## src/rtl/pc_fetch_unit_pkg.sv

```systemverilog
// Shared definitions for the instruction fetch unit: FSM state encoding,
// PCSrc select codes, the default NOP word and small PC helpers.
package pc_fetch_unit_pkg;

  typedef enum logic [1:0] {
    ST_REQ   = 2'd0,
    ST_HOLD  = 2'd1,
    ST_DRAIN = 2'd2
  } fetch_state_e;

  localparam logic [1:0]  PCSRC_SEQ      = 2'd0;
  localparam logic [1:0]  PCSRC_REDIRECT = 2'd1;
  localparam logic [31:0] NOP_DEFAULT    = 32'h0000_0000;

  // Sequential PC advance; wraps naturally modulo 2^32.
  function automatic logic [31:0] pc_inc(input logic [31:0] pc);
    return pc + 32'd4;
  endfunction

  // Force a target address onto a word boundary.
  function automatic logic [31:0] word_align(input logic [31:0] addr);
    return addr & ~32'h0000_0003;
  endfunction

endpackage

```

## src/rtl/pc_fetch_unit_ifid.sv

```systemverilog
// IF/ID pipeline register: load a new instruction, flush to a bubble,
// or hold its contents. Flush wins over load.
module ifid_reg
  import pc_fetch_unit_pkg::*;
#(
  parameter logic [31:0] NOP_INSTR = NOP_DEFAULT
) (
  input  logic        clk,
  input  logic        rst,
  input  logic        load_i,
  input  logic        flush_i,
  input  logic [31:0] instr_i,
  input  logic [31:0] pcplus4_i,
  output logic [31:0] instr_o,
  output logic [31:0] pcplus4_o,
  output logic        valid_o
);

  logic [31:0] instr_q, instr_d;
  logic [31:0] pcplus4_q, pcplus4_d;
  logic        valid_q, valid_d;

  // Select next IF/ID contents: flush -> bubble, load -> new entry, else hold.
  always_comb begin
    instr_d   = instr_q;
    pcplus4_d = pcplus4_q;
    valid_d   = valid_q;
    if (flush_i) begin
      instr_d = NOP_INSTR;
      valid_d = 1'b0;
    end else if (load_i) begin
      instr_d   = instr_i;
      pcplus4_d = pcplus4_i;
      valid_d   = 1'b1;
    end
  end

  // Register IF/ID with synchronous reset to an empty bubble.
  always_ff @(posedge clk) begin
    if (rst) begin
      instr_q   <= NOP_INSTR;
      pcplus4_q <= 32'h0;
      valid_q   <= 1'b0;
    end else begin
      instr_q   <= instr_d;
      pcplus4_q <= pcplus4_d;
      valid_q   <= valid_d;
    end
  end

  assign instr_o   = instr_q;
  assign pcplus4_o = pcplus4_q;
  assign valid_o   = valid_q;

endmodule

```

## src/rtl/pc_fetch_unit.sv

```systemverilog
// Instruction fetch unit: owns the PC, a single outstanding instruction
// memory request, a one-entry hold buffer for stalls and redirect draining.
module pc_fetch_unit
  import pc_fetch_unit_pkg::*;
#(
  parameter logic [31:0] RESET_PC  = 32'h0000_0000,
  parameter logic [31:0] NOP_INSTR = NOP_DEFAULT
) (
  input  logic        Clk,
  input  logic        Reset,
  input  logic [1:0]  PCSrc,
  input  logic [31:0] PCNew,
  input  logic        Stall,
  output logic        IMemReq,
  output logic [31:0] IMemAddr,
  input  logic        IMemReady,
  input  logic [31:0] IMemData,
  output logic [31:0] PC,
  output logic [31:0] IFID_Instr,
  output logic [31:0] IFID_PCPlus4,
  output logic        IFID_Valid
);

  fetch_state_e state_q, state_d;
  logic [31:0]  pc_q, pc_d;
  logic [31:0]  pending_pc_q, pending_pc_d;
  logic [31:0]  hold_buf_q, hold_buf_d;
  logic         imem_req_q, imem_req_d;

  logic         ifid_load, ifid_flush;
  logic [31:0]  ifid_instr_in;
  logic         redirect;
  logic [31:0]  target;
  logic [31:0]  pc_plus4;

  assign redirect = (PCSrc == PCSRC_REDIRECT);
  assign target   = word_align(PCNew);
  assign pc_plus4 = pc_inc(pc_q);

  // Next-state, PC and IF/ID control. The PC register doubles as the
  // fetch address, so it only moves when the outstanding request completes
  // (or when nothing is outstanding), keeping IMemAddr stable meanwhile.
  always_comb begin
    state_d       = state_q;
    pc_d          = pc_q;
    pending_pc_d  = pending_pc_q;
    hold_buf_d    = hold_buf_q;
    ifid_load     = 1'b0;
    ifid_flush    = 1'b0;
    ifid_instr_in = IMemData;

    unique case (state_q)
      ST_REQ: begin
        if (redirect) begin
          ifid_flush = 1'b1;
          if (IMemReady) begin
            pc_d = target;
          end else begin
            pending_pc_d = target;
            state_d      = ST_DRAIN;
          end
        end else if (IMemReady) begin
          if (!Stall) begin
            ifid_load = 1'b1;
            pc_d      = pc_plus4;
          end else begin
            hold_buf_d = IMemData;
            state_d    = ST_HOLD;
          end
        end else if (!Stall) begin
          ifid_flush = 1'b1;
        end
      end

      ST_HOLD: begin
        if (redirect) begin
          ifid_flush = 1'b1;
          pc_d       = target;
          state_d    = ST_REQ;
        end else if (!Stall) begin
          ifid_load     = 1'b1;
          ifid_instr_in = hold_buf_q;
          pc_d          = pc_plus4;
          state_d       = ST_REQ;
        end
      end

      ST_DRAIN: begin
        // The stale response is thrown away; the newest target wins.
        if (redirect) begin
          pending_pc_d = target;
        end
        ifid_flush = redirect || !Stall;
        if (IMemReady) begin
          pc_d    = redirect ? target : pending_pc_q;
          state_d = ST_REQ;
        end
      end

      default: begin
        state_d = ST_REQ;
      end
    endcase

    imem_req_d = (state_d != ST_HOLD);
  end

  // FSM and PC registers; reset abandons any outstanding request.
  always_ff @(posedge Clk) begin
    if (Reset) begin
      state_q      <= ST_REQ;
      pc_q         <= RESET_PC;
      pending_pc_q <= 32'h0;
      hold_buf_q   <= 32'h0;
      imem_req_q   <= 1'b1;
    end else begin
      state_q      <= state_d;
      pc_q         <= pc_d;
      pending_pc_q <= pending_pc_d;
      hold_buf_q   <= hold_buf_d;
      imem_req_q   <= imem_req_d;
    end
  end

  ifid_reg #(
    .NOP_INSTR (NOP_INSTR)
  ) u_ifid (
    .clk       (Clk),
    .rst       (Reset),
    .load_i    (ifid_load),
    .flush_i   (ifid_flush),
    .instr_i   (ifid_instr_in),
    .pcplus4_i (pc_plus4),
    .instr_o   (IFID_Instr),
    .pcplus4_o (IFID_PCPlus4),
    .valid_o   (IFID_Valid)
  );

  assign IMemReq  = imem_req_q;
  assign IMemAddr = pc_q;
  assign PC       = pc_q;

endmodule

```

## config.mk

```make
export PLATFORM = sky130hd
export DESIGN_NAME = pc_fetch_unit
export DESIGN_NICKNAME = d
export VERILOG_FILES = /design/src/rtl/pc_fetch_unit_pkg.sv /design/src/rtl/pc_fetch_unit_ifid.sv /design/src/rtl/pc_fetch_unit.sv
export SDC_FILE = /design/constraint.sdc
export NUM_CORES = 1
export LEC_CHECK = 0
export ABC_AREA = 1
export BUFFER_PORTS_ARGS = -buffer_cell sky130_fd_sc_hd__buf_2
export CAP_MARGIN = 10
export CORE_UTILIZATION = 55
export DETAILED_ROUTE_END_ITERATION = 10
export PLACE_DENSITY = 0.8
export SLEW_MARGIN = 20
export SYNTH_ARGS = -nofsm -noshare
export SYNTH_HDL_FRONTEND = slang
export SYNTH_SLANG_ARGS = --single-unit
```

## constraint.sdc

```tcl
create_clock -name Clk -period 4.64 [get_ports Clk]
set_clock_uncertainty 0.15 [all_clocks]
set_input_delay 0.232 -clock Clk [delete_from_list [all_inputs] [get_ports Clk]]
set_output_delay 0.232 -clock Clk [all_outputs]
set_load 0.005 [all_outputs]
```

## After elaboration in Yosys (flattened, before gate mapping)

Cells that the tools add are included.

| storage, ports and cells | value |
|---|---|
| bits in registers | 164 |
| input port bits | 70 |

| cells by class | value |
|---|---|
| $add $sub $neg | 1 |
| reductions and logical operators | 10 |
| muxes and demuxes | 31 |
| equal/unequal tests | 8 |
| bitwise logic cells | 2 |

Operator list:

| operator | count |
|---|---|
| 2-to-1 mux 32 bit | 12 |
| one-hot mux 32 bit (3 select lines) | 1 |
| one-hot mux 32 bit (2 select lines) | 1 |
| adder 32 x 3 -> 32 bit, second input constant | 1 |
| 2-to-1 mux 2 bit | 7 |
| AND reduction 3 bit | 3 |
| != test 2 bit, second input constant | 4 |
| 2-to-1 mux 1 bit | 7 |
| one-hot mux 2 bit (3 select lines) | 1 |
| equality test 2 x 1 -> 1 bit, second input constant | 2 |
| one-hot mux 1 bit (3 select lines) | 1 |
| nonzero test 3 bit | 1 |
| equality test 2 bit, second input constant | 1 |
| logical NOT 2 bit | 1 |
| != test 2 x 1 -> 1 bit, second input constant | 1 |
| NOT 1 bit | 2 |
| one-hot mux 1 bit (2 select lines) | 1 |
| AND reduction 2 bit | 1 |
| nonzero test 2 bit | 1 |
| OR reduction 2 bit | 1 |
| logical NOT 1 bit | 1 |
| logical OR 1 bit | 1 |

## Depth between registers and ports, before layout

| logic depth | value |
|---|---|
| depth in word-level cells | 6 |
| depth in mapped cells | 12 |
| gate-level depth less buffers | 12 |

## Modules after synthesis

From an unflattened synthesis, not the netlist that was laid out.

| second synthesis, totals | value |
|---|---|
| cells, all modules | 1358 |
| area, all modules | 8913.5 µm² |

By module, submodules not included:

| module | cells each | area each (µm²) | times used |
|---|---|---|---|
| pc_fetch_unit | 1008 | 6384.9 | 1 |
| ifid_reg | 350 | 2528.7 | 1 |

## Worst setup path after synthesis

Ideal clock, no wire load.

| timing path | value |
|---|---|
| kind | register to register |
| start point | register pc_q[2], in the netlist IMemAddr[2] |
| end point | register pc_q[18], in the netlist IMemAddr[18] |
| arrival | 1.543 ns |
| required time | 4.420 ns |
| path buffers | 0 |
| setup time | 0.070 ns |
| slack | 2.877 ns |
| period minus slack after synthesis | 1.763 ns |
| stages on the path, launching flop included | 11 |
| cell sequence | dfxtp_1 ha_1 nand2_1 nor2_2 nand2_2 nor2_4 xor2_1 nand2_1 nand2_1 nand2_1 a21oi_1 |

| on the way | value |
|---|---|
| cells in the longest elaborated chain, start to end | 5 |

RTL lines:

| item | RTL line | text |
|---|---|---|
| start, declared | pc_fetch_unit.sv:25 | `logic [31:0] pc_q, pc_d;` |
| start signal, assigned | pc_fetch_unit.sv:118 | `pc_q <= pc_d;` |
| adder 32 x 3 -> 32 bit * | pc_fetch_unit_pkg.sv:17 | `return pc + 32'd4;` |
| 2-to-1 mux 32 bit * | pc_fetch_unit.sv:63, pc_fetch_unit.sv:80 |  |
| 2-to-1 mux 32 bit | pc_fetch_unit.sv:62 | `end else if (IMemReady) begin` |
| 2-to-1 mux 32 bit | pc_fetch_unit.sv:54 | `if (redirect) begin` |
| one-hot mux 32 bit (3 select lines) * | pc_fetch_unit.sv:52 | `unique case (state_q)` |

Every way passes the cells marked *; elsewhere a longest branch is shown, timed or not. The select of a mux whose other input is x is not followed.
A chain may end at the register's enable or synchronous reset.

## Final worst setup path

| timing path | value |
|---|---|
| start point | register pc_q[2], in the netlist IMemAddr[2] |
| end point | register pc_q[12], in the netlist IMemAddr[12] |

Same word-level chain as after synthesis.

==> impl_metrics.toml <==
[pwr]
pwr-share-clk_pct = 42.2
comb_power_share_pct = 14.8
p_int_mw = 2.66
power_switching_mw = 0.981
ir_worst_vdd_uv = 270
pwr-share-seq_pct = 43.0
swShare_pct = 26.9
p_per_area_mw_per_mm2 = 354
leakage_nw = 4.59

[layout]
final_layout_size_suffix_gt1_share_pct = 20.9
areaGrowthSynthToFinish_pct = 21.8
stdcell_count = 1585
num-fill-cells = 1256
final_nets = 1459

[critical_path]
rr_endpoint = "IMemAddr[12]$_SDFFE_PP0P_"
end_kind = "flop"
required_ns = 4.85
arrival_ns = 2.55
crit_fanout = 7
cp-start-kind = "flop"
r2r-start = "IMemAddr[2]$_SDFFE_PP0P_"
rr_worst_depth = 10
crit_type = "flop to flop"
rrSetupSlack_ns = 2.30

[yosys]
synth_top_cell_by_area = "dfxtp_1"
yosys_warnings = 0
synthArstFlopShare_pct = 0
synthCells = 1218
synthesis.area_mm2 = 0.00846
synth_ff_type = "dfxtp_1"
syn-num-nets = 1289
yosys.area.top_type_share_pct = 38.8
ys_top_cells_by_area = "dfxtp_1, nand2_1, a21oi_1, o21ai_0, nor2_1"
synth_seq_area_share_pct = 38.8
synthTopCellsByCount = "nand2_1, a21oi_1, dfxtp_1"
synth_most_common_cell = "nand2_1"
synth_cell_type_count = 33
synth_edf_count = 0
avgSynthCellArea_um2 = 6.95
ys_ff_latch = 164

[drt]
first_pass_iters = 5
avgViaCountPerCell = 5.51
ant_nets = 0
drt_iter0_markers = 724
drc = 0
routed_wl_mm = 23.9
wire_per_inst_um = 15.1
via_count = 8726

[place]
io_buffers = 197
pre_cts_slack_ns = 2.07
place.gp.congestion = 0.929
dp_cells = 1502
hpwl_mm = 14.7

[die]
fp-row-count = 44
start_util_pct = 57.3
dieArea_mm2 = 0.0159
die_w_um = 126
core_area_mm2 = 0.0148
io_pins = 200
fp.dieH_um = 126

[sta]
final.setup.worst_slack_ns = 2.30
fin_crit_ns = 2.34
worstMarginPinSlew_ns = 0.997
timing.final.crit_share_pct = 50.4
slew_headroom_pct = 33.5
slew_violations = 0
setup_tns_ns = 0
rsz0062_at_grt = "false"
fmax_mhz = 428
setup_viol = 0
hold_violations = 0
hold_ws_ns = 0.00206

[outcome]
outcome = "finished, final reports clean"

[clock_network]
htreeDepth = 4
cts_max_path_buffers = 2
clk_latency_ns = 0.43
clk_pin_slew_ns = 0.06
cts-resized-gates = 0
numCtsBuffers = 17
cts_num_sinks = 164
cts_tree = "done"
cts_root_buffer = "clkbuf_16"

[min_path]
hold_path_class = "primary input to flop"
hold_end = "u_ifid.instr_o[4]$_SDFFE_PP0P_"
min_delay_path_depth = 3
min-delay-start = "IMemData[4]"

[global_route]
grt_overflow = 0
grt_pass1_vias = 7845
grt_pass1_wl_mm = 38.0
grt_util_all_layers_pct = 30.0
antenna_found_initial = 1
grt_max_degree = 86

[flow_run]
drv_cap = 0
-- cells by family after synthesis --
kind of cell             share of synthesized area [%]
AO/OA/AOI/OAI                                     20.2
XOR/XNOR                                          1.55
adder cells (fa/ha/maj)                          0.148
buffers and inverters                             10.2
flip-flops                                        38.8
multiplexers                                      3.79
AND/OR/NAND/NOR                                   25.3
-- power by group through the flow --
stage	clock (mW)	sequential, mW	combinational [mW]
finish	1.54	1.57	0.539
CTS	1.55	1.57	0.534
floorplan	0	1.58	0.347
global placement	0	1.59	0.486
global route	1.61	1.58	0.596
detailed placement	0	1.60	0.497
-- layout make-up --
type	instances	area, um2	area share, %
tap	184	230	2.23
clock buffer	21	470	4.56
inverter	62	233	2.26
multi-input combinational	881	4320	41.9
antenna	1	2.50	0.0243
clock inverter	10	170	1.65
sequential	164	3280	31.9
timing repair buffer	262	1600	15.5
-- worst max-delay path, stage by stage, from the launching register on --
cell and delay [ns]:
dfxtp_1 0.45, ha_1 0.23, nand2_1 0.10, nor2_2 0.19
nand2_2 0.16, nor2_4 0.20, xor2_1 0.41, nand2_1 0.12
nand2_1 0.08, nand2_1 0.05, a21oi_1 0.14
-- flip-flops by register name, indices dropped and copies added (netlist names) --
| register | count |
|---|---|
| IMemAddr | 32 |
| IMemReq | 1 |
| hold_buf_q | 32 |
| pending_pc_q | 32 |
| state_q | 2 |
| u_ifid.instr_o | 32 |
| u_ifid.pcplus4_o | 32 |
| u_ifid.valid_o | 1 |
-- placed cells by master (no fill, tap or decap), types with 2 or more instances in the layout --
cell             n
clkbuf_8         3
inv_6            2
nand2_1        333
buf_2          197
o21ai_0         92
bufinv_16        4
mux2i_1         32
o21ai_1          6
nor3_1           2
and2_1           3
clkbuf_16       17
dlygate4sd3_1   51
inv_2            5
inv_1           57
a31oi_1          3
xor2_1          12
nor2_4           6
o211ai_1        36
a21oi_1        177
nor2_1         106
or2_2           32
nor2_2           6
nand3_1         14
a211oi_1         2
nand2_2          2
dfxtp_1        164
nand3b_1         7
xnor2_1          3
buf_4           14
a221oi_1         2
-- routing by layer --
| metal | global-route usage [%] | wire [um] | up-vias | share of wire, % |
|---|---|---|---|---|
| met5 | 0 | 8 | - | 0.033 |
| met4 | 13.9 | 748 | 2 | 3.1 |
| met3 | 6.24 | 1840 | 56 | 7.7 |
| met2 | 49.8 | 11200 | 373 | 47 |
| met1 | 37.2 | 10100 | 3987 | 42 |
| li1 | - | - | 4308 | - |
-- stage by stage --
step | instance area (um2) | util (%) | power [mW]
4_1_cts | 10300 | 69.8 | 3.65
2_1_floorplan | 8460 | - | 1.93
3_3_place_gp | 9150 | 62.0 | 2.08
5_1_grt | 10300 | 69.8 | 3.78
6_report | 10300 | 69.9 | 3.65
3_5_place_dp | 9150 | 62.0 | 2.09
-- worst max-delay path by stage --
| stage | from | end | slack (ns) | cells past startpoint |
|---|---|---|---|---|
| floorplan | IMemAddr[2]$_SDFFE_PP0P_ | IMemAddr[18]$_SDFFE_PP0P_ | 2.88 | 10 |
| global placement | PCSrc[0] | hold_buf_q[13]$_SDFFE_PP0P_ | 2.16 | 10 |
| detailed placement | PCSrc[0] | hold_buf_q[13]$_SDFFE_PP0P_ | 2.07 | 10 |
| CTS | IMemAddr[2]$_SDFFE_PP0P_ | IMemAddr[12]$_SDFFE_PP0P_ | 2.34 | 10 |
| global route | IMemAddr[2]$_SDFFE_PP0P_ | IMemAddr[12]$_SDFFE_PP0P_ | 2.14 | 10 |
| finish | IMemAddr[2]$_SDFFE_PP0P_ | IMemAddr[12]$_SDFFE_PP0P_ | 2.30 | 10 |
-- timing repair --
item	4_1_cts	5_1_grt
hold buffers	51	0
setup buffers	0	0
hold endpoints to repair	51	0
Note: power is estimated with default switching activity, not from simulation.
